<file path="config.mk">
export PLATFORM = sky130hd
export DESIGN_NAME = fp2int_unit
export DESIGN_NICKNAME = d
export VERILOG_FILES = /design/src/rtl/fp2int_unit.sv
export SDC_FILE = /design/constraint.sdc
export NUM_CORES = 1
export LEC_CHECK = 0
export BUFFER_PORTS_ARGS = -buffer_cell sky130_fd_sc_hd__buf_4
export CORE_ASPECT_RATIO = 0.9
export CORE_MARGIN = 8
export CORE_UTILIZATION = 54
export CTS_CLUSTER_SIZE = 8
export DETAILED_ROUTE_END_ITERATION = 7
export PLACE_DENSITY_LB_ADDON = 0.25
export SLEW_MARGIN = 30
export SYNTH_ARGS = -nofsm -noshare
export SYNTH_HDL_FRONTEND = slang
export SYNTH_SLANG_ARGS = --single-unit
</file>
<file path="constraint.sdc">
create_clock -name i_clk -period 3.65 [get_ports i_clk]
set_input_delay 0.5475 -clock i_clk [delete_from_list [all_inputs] [get_ports i_clk]]
set_output_delay 0.5475 -clock i_clk [all_outputs]
set_load 0.1 [all_outputs]
</file>
<file path="src/rtl/fp2int_unit.sv">
`default_nettype none
// ----------------------------------------------------------------------------
// fp2int_unit : sequential FP32 -> INT32 converter (valid/ready, 1-bit/cycle
// align). FP2INT_RNE_EN selects round-to-nearest-even, else truncate. Rev 1.0
// ----------------------------------------------------------------------------
module fp2int_unit (
  input  logic        i_clk,
  input  logic        i_rst,
  input  logic        i_valid,
  output logic        o_ready,
  input  logic [31:0] i_32_a,
  output logic        o_valid,
  input  logic        i_ready,
  output logic [31:0] o_32_int,
  output logic        o_ov_flag,
  output logic        o_nx_flag
);

  typedef enum logic [1:0] {
    S_IDLE  = 2'd0,
    S_SHIFT = 2'd1,
    S_ROUND = 2'd2,
    S_DONE  = 2'd3
  } state_t;

  state_t      state_q, state_d;
  logic        sign_q, sign_d;
  logic [7:0]  exp_q, exp_d;
  logic [22:0] mant_q, mant_d;
  logic [55:0] w_q, w_d;
  logic [4:0]  cnt_q, cnt_d;
  logic [31:0] res_q, res_d;
  logic        ov_q, ov_d, nx_q, nx_d, valid_q, valid_d;

  logic        w_in_range;
  logic [31:0] w_int, w_mag, w_rnd_res;
  logic        w_g, w_s, w_inc, w_rnd_ov, w_rnd_nx;

  assign w_in_range = (i_32_a[30:23] >= 8'd127) && (i_32_a[30:23] <= 8'd157);

  // Rounding of the aligned significand; exp==126 is 0.1xxx, so INT=0 and G=1.
  always_comb begin
    w_int     = w_q[55:24];
    w_g       = w_q[23];
    w_s       = |w_q[22:0];
    if (exp_q == 8'd126) begin
      w_int = 32'd0;
      w_g   = 1'b1;
      w_s   = |mant_q;
    end
`ifdef FP2INT_RNE_EN
    w_inc     = w_g & (w_s | w_int[0]);
`else
    w_inc     = 1'b0;
`endif
    w_mag     = w_int + {31'd0, w_inc};
    w_rnd_res = 32'd0;
    w_rnd_ov  = 1'b0;
    w_rnd_nx  = 1'b0;
    if (exp_q == 8'd255 && mant_q != 23'd0) begin
      w_rnd_res = 32'h7FFF_FFFF;
      w_rnd_ov  = 1'b1;
    end else if (exp_q >= 8'd158) begin
      if (sign_q && exp_q == 8'd158 && mant_q == 23'd0) begin
        w_rnd_res = 32'h8000_0000;
      end else begin
        w_rnd_res = sign_q ? 32'h8000_0000 : 32'h7FFF_FFFF;
        w_rnd_ov  = 1'b1;
      end
    end else if (exp_q >= 8'd126) begin
      if (!sign_q && w_mag[31]) begin
        w_rnd_res = 32'h7FFF_FFFF;
        w_rnd_ov  = 1'b1;
      end else begin
        w_rnd_res = sign_q ? (~w_mag + 32'd1) : w_mag;
        w_rnd_nx  = w_g | w_s;
      end
    end else if (exp_q == 8'd0) begin
      w_rnd_nx  = |mant_q;
    end else begin
      w_rnd_nx  = 1'b1;
    end
  end

  always_comb begin
    state_d = state_q;
    sign_d  = sign_q;
    exp_d   = exp_q;
    mant_d  = mant_q;
    w_d     = w_q;
    cnt_d   = cnt_q;
    res_d   = res_q;
    ov_d    = ov_q;
    nx_d    = nx_q;
    valid_d = valid_q;
    case (state_q)
      S_IDLE: begin
        if (i_valid) begin
          sign_d  = i_32_a[31];
          exp_d   = i_32_a[30:23];
          mant_d  = i_32_a[22:0];
          w_d     = {31'd0, 1'b1, i_32_a[22:0], 1'b0};
          // exp-127 modulo 32 equals exp+1 modulo 32
          cnt_d   = w_in_range ? (i_32_a[27:23] + 5'd1) : 5'd0;
          state_d = (cnt_d != 5'd0) ? S_SHIFT : S_ROUND;
        end
      end
      S_SHIFT: begin
        w_d   = {w_q[54:0], 1'b0};
        cnt_d = cnt_q - 5'd1;
        if (cnt_q == 5'd1) state_d = S_ROUND;
      end
      S_ROUND: begin
        res_d   = w_rnd_res;
        ov_d    = w_rnd_ov;
        nx_d    = w_rnd_nx;
        valid_d = 1'b1;
        state_d = S_DONE;
      end
      S_DONE: begin
        if (i_ready) begin
          valid_d = 1'b0;
          state_d = S_IDLE;
        end
      end
      default: state_d = S_IDLE;
    endcase
  end

  always_ff @(posedge i_clk or posedge i_rst) begin
    if (i_rst) begin
      state_q <= S_IDLE;
      sign_q  <= 1'b0;
      exp_q   <= 8'd0;
      mant_q  <= 23'd0;
      w_q     <= 56'd0;
      cnt_q   <= 5'd0;
      res_q   <= 32'd0;
      ov_q    <= 1'b0;
      nx_q    <= 1'b0;
      valid_q <= 1'b0;
    end else begin
      state_q <= state_d;
      sign_q  <= sign_d;
      exp_q   <= exp_d;
      mant_q  <= mant_d;
      w_q     <= w_d;
      cnt_q   <= cnt_d;
      res_q   <= res_d;
      ov_q    <= ov_d;
      nx_q    <= nx_d;
      valid_q <= valid_d;
    end
  end

  assign o_ready   = (state_q == S_IDLE);
  assign o_valid   = valid_q;
  assign o_32_int  = res_q;
  assign o_ov_flag = ov_q;
  assign o_nx_flag = nx_q;

endmodule
`default_nettype wire

</file>
==> results.md <==
- Run status: complete, no violations
- Worst Skew: 0.00728 ns
- Met2 wire length: 8.33 mm
- Mapped Area: 6920 sq um
- Met1 WL: 7.58 mm
- Clk buf depth: 2
- Starting Density: 55.0%
- Tmin final: 3.11 ns
- Sequential share of the synthesized area: 46.6%
- Setup Fix Bufs, Post-CTS: 0
- Post-synth top area share: 46.6%
- CTS tree: built
- Antenna violations before repair: 0
- Fin crit share: 85.2%
- Critical Path AT: 3.45 ns
- Share of cells above drive strength 1: 22.8%
- Pwr Total: 8770 uW
- Setup CP Type: reg2reg
- Synth warnings: 0
- Routed Wire Length: 17.2 mm
- Final hold violations: 0
- Final setup violation count: 0
- DPL Wire Length: 11.6 mm
- TritonCTS Sinks: 129
- CP Cell Sequence: and4bb_2, nand2_1, nand2_1, ha_1, nor3b_2, nand4_1, o41ai_2, xnor2_1, nand2_1, a211oi_1
- Gpl congestion: 0.841
- Final ANT Viol Nets: 0
- Clock share of power: 20.0%
- Hold buffer count at cts: 0
- Pwr Density: 1080 nW/um^2
- DIE AREA: 16700 sq um
- Worst Hold Class: in2async
- # H-tree levels: 4
- Combinational share of power: 51.9%
- Most used cell, CP: nand2_1
- Sw Ratio: 49.3%
- Port Buffers: 71
- Yosys cell types: 69
- Synth Register Bits: 129
- Vias in the first global route: 5761
- Sum of negative setup slack: 0 ns
- Slew HR: 40.7%
- Max Slew Vio Count: 0
- First-pass DRT Iterations: 5
- DRT iter0 DRCs: 517
- Fmax: 322 MHz
- Async SR Flop Fraction: 100%
- Worst-path cell with the longest stage delay: dfrtp_1
- Sw power: 4320 uW
- Area Overhead vs Synth: 17.5%
- CP required: 3.99 ns
- Synthesized netlist cell count: 698
- Clk Latency, worst-skew pair: 0.43 ns
- First-pass GRT wire length: 28.9 mm
- Leak: 0.00356 uW
- Via Count: 5617
- Fillers: 1004
- # DRC: 0
- Top layer in use: met4
- RSZ-0062 raised after global routing: no
- Nets: 792
- Area contributors post-synth: dfrtp_1 (47%), mux2_2 (4.9%), a22o_1 (3.5%)
- DIE WIDTH: 135 um
- CP Max Fanout: 14
- Gr usage total: 21.8%
- Reg power frac: 28.1%
- CTS resizes: 0
- Commonest register cell after synthesis: dfrtp_1
- Syn nets: 744
- Peak supply drop: 0.594 mV
- Row count: 39
- DR WL met3: 839 um
- Post-synth EDFFs: 0
- Number of I/O pins: 72
- Die height: 123 um
- Clock-pin slew on the worst setup and hold paths: 0.06 ns
- Drt wl/cell: 18.6 um
- Max stage delay on crit path: 0.51 ns
- Worst setup EP type: flip-flop
- Vias per inst: 6.09
- Worst Tran Pin Value: 0.884 ns
- Number of inserted diodes: 0
- Int Power: 4450 uW
- CTS root buf: clkbuf_16
- Max-cap check violation count: 0
- TritonCTS Buffers: 17
- Total global routing overflow: 0
- CP Launch Type: flip-flop
- Pin count of the biggest net entering global routing: 130
- Core area: 12600 sq um
- Synth area leader: dfrtp_1
- Synthesized area per cell: 9.92 sq um
registers in the layout, summed over array words and instances, names as in the netlist:
signal / count
sign_q: 1
state_q: 2
o_nx_flag: 1
w_q: 55
mant_q: 23
o_valid: 1
o_32_int: 32
exp_q: 8
cnt_q: 5
o_ov_flag: 1
routing by layer:
layer	up-vias	global-route usage, %
li1	2655	-
met1	2755	26.9
met2	174	35.8
met3	33	5.00
met4	0	10.6
met5	-	0
path summary, 6_finish.rpt:
check	cells after the start	startpoint	slack, ns	endpoint
max in group asynchronous	3	i_rst	2.76	w_q[24]
worst min register to register	1	o_32_int[1]	0.51	o_32_int[1]
worst max-delay path	10	exp_q[7]	0.54	o_32_int[30]
worst max register to register	10	exp_q[7]	0.54	o_32_int[30]
min in group i_clk	2	i_ready	0.32	o_valid
worst min-delay path	3	i_rst	0.22	cnt_q[3]
per-stage QoR:
stage / hold WS [ns] / area [sq um] / instances / worst slack [ns] / utilization, %
floorplan: 0.471 / 6930 / 698 / 0.769 / -
global route: 0.327 / 8140 / 923 / 0.307 / 64.6
CTS: 0.305 / 8140 / 923 / 0.591 / 64.6
finish: 0.218 / 8140 / 923 / 0.542 / 64.6
global placement: 0.472 / 7530 / 891 / 0.750 / 59.8
detailed placement: 0.473 / 7530 / 891 / 0.610 / 59.8
synthesized netlist by cell type (3+ instances only):
cell and instances:
a211oi_1 13, a21oi_1 39, a22o_1 28, a311oi_1 6, a31oi_1 3, and3_1 3
buf_1 3, buf_2 3, clkbuf_1 40, clkbuf_8 3, dfrtp_1 129, ha_1 10
inv_1 19, mux2_2 30, mux2i_1 24, nand2_1 63, nand2b_1 7, nand3_1 13
nand3b_1 3, nand4_1 9, nor2_1 63, nor3_1 18, nor4_1 16, nor4_2 4
nor4_4 3, o211ai_1 5, o21a_1 3, o21ai_0 47, o21ai_1 8, o221ai_1 8
o31ai_1 3, o41ai_1 3, o41ai_2 3, or2_2 3, or3_1 5, xnor2_1 11
xor2_1 4
cell type report:
class                           count  area [sq um]  share of cell area (%)
Clock inverter                     14           179                    2.20
Sequential cell                   129          3230                    39.7
Tap cell                          164           205                    2.52
Multi-Input combinational cell    499          3410                    41.9
Timing Repair Buffer               80           613                    7.53
Clock buffer                       18           429                    5.27
Inverter                           19          75.1                   0.923
power by group through the flow:
stage | clock [uW] | sequential (uW) | combinational, uW
3_5_place_dp | 0 | 2470 | 4530
5_1_grt | 1850 | 2540 | 4910
2_1_floorplan | 0 | 3720 | 2260
3_3_place_gp | 0 | 2430 | 4430
6_report | 1750 | 2460 | 4550
4_1_cts | 1770 | 2460 | 4570
kinds of logic after synthesis:
family,share of synthesized area [%]
xor gates and xnor gates,1.90
adders and majority gates,1.81
AOI/OAI and AO/OA,18.9
DFF,46.6
and+or+nand+nor,18.1
buffers and inverters,4.41
muxes,8.35
critical path: cells and delay by family (launching register included):
family,cells,cell delay [ns]
adders and majority gates,1,0.26
xor gates and xnor gates,1,0.17
AOI/OAI and AO/OA,2,0.68
and+or+nand+nor,6,1.40
DFF,1,0.51
layout by cell type, fill, tap and decap left out, drive strengths merged, types with 4 or more instances in the layout:
| cell type | count |
|---|---|
| a311oi | 7 |
| o221ai | 8 |
| a21oi | 40 |
| o21ai | 55 |
| or4 | 4 |
| dfrtp | 129 |
| o41ai | 6 |
| xnor2 | 11 |
| clkinv | 4 |
| mux2i | 24 |
| xor2 | 4 |
| nand2 | 63 |
| mux2 | 30 |
| inv | 23 |
| or3 | 5 |
| clkbuf | 18 |
| nor3 | 19 |
| o211ai | 5 |
| nand3 | 13 |
| nor2 | 63 |
| ha | 10 |
| nand4 | 9 |
| or2 | 4 |
| nand2b | 7 |
| nor4 | 23 |
| a22o | 30 |
| buf | 80 |
| a211oi | 13 |
No activity file was read; power rests on OpenSTA's default activity.
